--- config.mk ---
export PLATFORM = sky130hd
export DESIGN_NAME = timing_decode_team1
export DESIGN_NICKNAME = d
export VERILOG_FILES = /design/src/rtl/timing_decode_team1.sv
export SDC_FILE = /design/constraint.sdc
export NUM_CORES = 1
export LEC_CHECK = 0
export CAP_MARGIN = 20
export CORE_ASPECT_RATIO = 1.1
export CORE_MARGIN = 10
export CORE_UTILIZATION = 30
export DETAILED_ROUTE_END_ITERATION = 8
export PLACE_DENSITY = 0.74
export SLEW_MARGIN = 0
export SYNTH_ARGS = -nofsm -noshare
export SYNTH_HDL_FRONTEND = slang
export SYNTH_SLANG_ARGS = --single-unit
--- constraint.sdc ---
create_clock -name clk -period 3.75 [get_ports clk]
set_input_delay 0.75 -clock clk [delete_from_list [all_inputs] [get_ports clk]]
set_output_delay 0.75 -clock clk [all_outputs]
set_load 0.02 [all_outputs]
--- src/rtl/timing_decode_team1.sv ---
// Timing/decode stage of the basic computer: one-hot T from SC, IR/I registers,
// opcode decode D, class flags r/p, and the R/IEN/HLT control flip-flops.
module timing_decode_team1 (
    input  logic        clk,
    input  logic        CLR_GLOBAL,
    input  logic [3:0]  SC,
    input  logic [15:0] BUS,
    input  logic        FGI,
    input  logic        FGO,
    output logic [15:0] T,
    output logic [15:0] IR,
    output logic        I,
    output logic [7:0]  D,
    output logic [11:0] B,
    output logic        r,
    output logic        p,
    output logic        R,
    output logic        IEN,
    output logic        HLT
);

    logic [15:0] r_ir;
    logic        r_i;
    logic        r_r;
    logic        r_ien;
    logic        r_hlt;

    logic [15:0] w_t;
    logic [7:0]  w_d;
    logic        w_reg_class;
    logic        w_io_class;
    logic        w_ir_load;
    logic        w_i_load;
    logic        w_r_set;
    logic        w_r_clear;
    logic        w_iof;
    logic        w_ion;
    logic        w_hlt_set;

    genvar gi;
    generate
        for (gi = 0; gi < 16; gi++) begin : g_t_decode
            assign w_t[gi] = (SC == 4'(gi));
        end
        for (gi = 0; gi < 8; gi++) begin : g_d_decode
            assign w_d[gi] = (r_ir[14:12] == 3'(gi));
        end
    endgenerate

    assign w_reg_class = w_d[7] & ~r_i;
    assign w_io_class  = w_d[7] &  r_i;

    // Fetch loads are suppressed during the interrupt cycle and while halted.
    assign w_ir_load = w_t[1] & ~r_r & ~r_hlt;
    assign w_i_load  = w_t[2] & ~r_r & ~r_hlt;
    assign w_r_clear = r_r & w_t[2];
    assign w_r_set   = ~(w_t[0] | w_t[1] | w_t[2]) & r_ien & (FGI | FGO) & ~r_hlt;
    assign w_iof     = w_io_class & r_ir[6] & w_t[3];
    assign w_ion     = w_io_class & r_ir[7] & w_t[3];
    assign w_hlt_set = w_reg_class & r_ir[0] & w_t[3];

    always_ff @(posedge clk) begin
        if (CLR_GLOBAL) begin
            r_ir  <= 16'h0000;
            r_i   <= 1'b0;
            r_r   <= 1'b0;
            r_ien <= 1'b0;
            r_hlt <= 1'b0;
        end else begin
            if (w_ir_load) begin
                r_ir <= BUS;
            end else begin
                r_ir <= r_ir;
            end

            if (w_i_load) begin
                r_i <= r_ir[15];
            end else begin
                r_i <= r_i;
            end

            // R is frozen while halted; clear has priority over set.
            if (r_hlt) begin
                r_r <= r_r;
            end else if (w_r_clear) begin
                r_r <= 1'b0;
            end else if (w_r_set) begin
                r_r <= 1'b1;
            end else begin
                r_r <= r_r;
            end

            if (w_r_clear) begin
                r_ien <= 1'b0;
            end else if (w_iof) begin
                r_ien <= 1'b0;
            end else if (w_ion) begin
                r_ien <= 1'b1;
            end else begin
                r_ien <= r_ien;
            end

            if (w_hlt_set) begin
                r_hlt <= 1'b1;
            end else begin
                r_hlt <= r_hlt;
            end
        end
    end

    assign T   = w_t;
    assign IR  = r_ir;
    assign I   = r_i;
    assign D   = w_d;
    assign B   = r_ir[11:0];
    assign r   = w_reg_class;
    assign p   = w_io_class;
    assign R   = r_r;
    assign IEN = r_ien;
    assign HLT = r_hlt;

endmodule
=== Word-level counts from Yosys, hierarchy flattened ===
Cells that the tools add are included.

* Register bits after elaboration: 20
* Input bits: 24
* Output and inout port bits: 58
* Word-level logic and storage cells: 57

* Equality and inequality tests: 22
* Mux-type cells: 2
* Bitwise operators: 23
* Reduce and logical (&&, ||, !) cells: 5

{| class="wikitable"
|+ Operators with widths
! operator !! count
|-
| $eq A4 B4 Y1 const B || 8
|-
| $and A1 B1 Y1 || 16
|-
| $eq A4 B3 Y1 const B || 4
|-
| $eq A3 B3 Y1 const B || 4
|-
| $eq A4 B2 Y1 const B || 2
|-
| $eq A3 B2 Y1 const B || 2
|-
| $eq A4 B1 Y1 const B || 1
|-
| $logic_not A4 Y1 || 1
|-
| $not A1 Y1 || 4
|-
| $eq A3 B1 Y1 const B || 1
|-
| $logic_not A3 Y1 || 1
|-
| $or A1 B1 Y1 || 3
|-
| $reduce_or A3 Y1 || 1
|-
| $mux W1 || 2
|-
| $reduce_and A2 Y1 || 1
|-
| $reduce_bool A2 Y1 || 1
|}

=== Longest topological paths before layout ===
* Depth in word-level cells: 9
* Mapped depth: 7
* Gate-level depth less buffers: 4

=== Worst setup path after synthesis ===
Ideal clock, no wire load.

* Path type: input to output
* Start point: input SC[3]
* End point: output T[1]
* Arrival time: 1.731 ns
* Required time: 3.000 ns
* Setup slack: 1.269 ns
* Cell stages on the path: 5
* Buffers on the path: 3
* Cell sequence: buf_2 -> or4b_4 -> buf_6 -> clkinv_4 -> buf_12

* Longest elaborated chain between the ends: 1

{| class="wikitable"
|+ RTL lines
! item !! RTL line !! source
|-
| start, declared || 6 || <nowiki>input logic [3:0] SC,</nowiki>
|-
| $eq A4 B1 Y1 || 43 || <nowiki>assign w_t[gi] = (SC == 4'(gi));</nowiki>
|-
| end, declared || 10 || <nowiki>output logic [15:0] T,</nowiki>
|}

Every way passes these cells.

=== Worst setup path in the final report ===
* Start point: input SC[0]
* End point: output T[1]

The elaborated chain is that of the path after synthesis.

==> flow_summary.ini <==
[status]
status = complete, no violations

[finish]
fin_nets = 234
fin_util_pct = 52.6
instances_no_fill = 259
syn_to_final_growth_pct = 69.1
final_area_um2 = 1920
num_antenna_cells = 0
drive_gt1_share_pct = 6.22

[placement]
dp_cells = 254
port_buffers = 81
place_area_um2 = 1860
dp.final_hpwl_um = 3060
place_congestion = 0.756

[timing]
hold_violations = 0
min_period_ns = 3.46
finalCritPeriodShare_pct = 92.4
finalMaxSlewViolations = 0
slew_headroom_pct = 50.8
skew_ns = 0.00708
fin_tns_setup_ns = 0
clock.fmax_mhz = 289
rsz0062_at_grt = false
setup_viol = 0
worst-slew-pin-transition_ns = 0.735

[worst_setup_path]
timing.rr.end = I$_SDFFE_PP0P_
criticalPathCategory = in2out
reg2reg_slack_ns = 2.41
crit_required_ns = 3.00
crit_fanout = 17
cp.arrival_ns = 2.71
worst-path-buf-inv = 3
cpMaxStageDelayCell = clkdlybuf4s50_1
cpPeakStageDelay_ns = 0.64
timing.rr.start = HLT$_SDFFE_PP0P_
cp_common_cell = clkdlybuf4s50_1
path_delay_family = buffers and inverters
path_cells = clkdlybuf4s50_1 -> or4b_4 -> clkinv_4 -> clkdlybuf4s50_1
end_kind = output pin
startpoint_type = input port
reg2regPathDepth = 3

[logic_synthesis]
synth.avg_cell_area_um2 = 7.79
synthCells = 146
synth_cell_types = 30
syn_nets = 170
ys_seq_elements = 20
ys_seq_area_share_pct = 35.2
ys_warn_count = 0
syn_area_um2 = 1140

[power]
totalPowerFinal_uw = 475
power_density_nw_per_um2 = 247
power_leakage_nw = 0.656
peakVddDrop_uv = 157

[drt]
vias_per_cell = 4.83
antenna_left = 0
drc_errors = 0
wl_per_cell_um = 15.3
wirelength_um = 3950
first_iter_violations = 59
dr_total_vias = 1252
drt_pass1_iterations = 4

[die]
io_pins = 82
fp.coreArea_um2 = 3650
initial_core_util_pct = 31.1
die-area_um2 = 6660
placementRows = 23
die_height_um = 84.6
die_w_um = 78.7

[cts]
ctsHoldBuffers = 0
clk_latency_ns = 0.25
cts_buffer_depth = 2
cts_max_level = 1
root_buffer = clkbuf_8
clkTransAtPathRegs_ns = 0.07
cts.repair.resized = 0
cts_tree = done
cts_sinks = 20
postCtsSetupBuffers = 0
cts_buffers = 3

[global_routing]
busiest_layer = met2
grtUsageTotal_pct = 11.6
grt_max_degree = 21
met3_usage_pct = 6.40
grt_util_met2_pct = 18.8
use_met1_pct = 13.5
overflow = 0
antenna_found_initial = 0
grt_pass1_wl_um = 6410
grt_pass1_vias = 1244

[hold_path]
hold_class = reg2reg
worstHoldStart = IR[10]$_SDFFE_PP0P_
hold_path_end = IR[10]$_SDFFE_PP0P_
hold_depth = 2

[flow_run]
drv_cap = 0
[metal layers]
layer	vias up	wire (um)	part of all wire (%)
li1	627	-	-
met1	566	1660	42
met2	57	1810	46
met3	2	474	12
met4	0	8	0.20
met5	-	0	0
[logic make-up (layout without fill, tap and decap cells)]
logic type / Yosys count / in the layout / synth area share, %
AND/OR/NAND/NOR: 56 / 56 / 28.2
AO/OA/AOI/OAI: 40 / 40 / 19.0
buffers and inverters: 30 / 93 / 17.6
flip-flops: 20 / 20 / 35.2
[synth_stat cells, drive strengths merged]
library cell	count	share of area, %
a2111oi	2	1.5
a21oi	18	7.9
a31oi	2	1.1
and3	2	1.1
and3b	2	1.5
and4	1	0.77
and4b	1	0.88
and4bb	1	1.1
buf	20	14
clkbuf	7	2.3
clkinv	1	0.77
dfxtp	20	35
inv	2	0.66
nand2	3	0.99
nand2b	4	2.2
nand3	18	7.9
nor2	13	4.3
nor3	4	1.8
nor3b	3	2.0
nor4	1	0.55
nor4b	1	1.3
o21a	1	0.66
o21ai	16	7.0
o41ai	1	0.77
or2	1	0.55
or4b	1	1.2
[stage by stage]
stage	hold WS, ns	setup slack (ns)
3_5_place_dp	0.486	0.273
3_3_place_gp	0.482	0.292
2_1_floorplan	0.552	1.27
4_1_cts	0.502	0.269
5_1_grt	0.531	0.203
6_report	0.497	0.287
[cell usage in the layout, fill, tap and decap left out, types with 2 or more instances in the layout]
cell / count
a21oi_1: 18
nor2_1: 13
and3b_1: 2
a2111oi_0: 2
clkbuf_8: 4
a31oi_1: 2
nor3b_1: 3
inv_1: 2
nand2_1: 3
nand3_1: 18
nor3_1: 4
o21ai_0: 2
and3_1: 2
o21ai_1: 14
clkdlybuf4s50_1: 81
nand2b_1: 4
dfxtp_1: 20
buf_4: 4
[worst register-to-register path, stage by stage (launching register included)]
cell     delay, ns
dfxtp_1       0.34
or2_2         0.46
o41ai_1       0.29
a21oi_1       0.10
[worst max-delay path by stage]
stage	cells past startpoint	endpoint	startpoint
after floorplan	5	T[1]	SC[3]
after global placement	4	T[1]	SC[0]
after detailed placement	4	T[1]	SC[0]
after CTS	4	T[1]	SC[0]
after global routing	4	T[1]	SC[0]
final	4	T[1]	SC[0]
[power breakdown]
part / total [mW] / switching (mW) / internal (mW)
registers: 0.220 / 0.00403 / 0.216
logic: 0.0928 / 0.0425 / 0.0503
clock network: 0.162 / 0.0687 / 0.0933
total: 0.475 / 0.115 / 0.359
[layout make-up]
type                    count  area [um2]
inverters                   3        16.3
repair buffers             86         852
flip-flops and latches     20         400
clock buffers               4        55.1
well taps                  50        62.6
fillers                   377        1730
multi-input cells          96         537
[flip-flops by register name, summed over array words and instances (netlist names)]
signal  count
IR         16
HLT         1
I           1
IEN         1
R           1
Power figures use the tool's default switching activity.
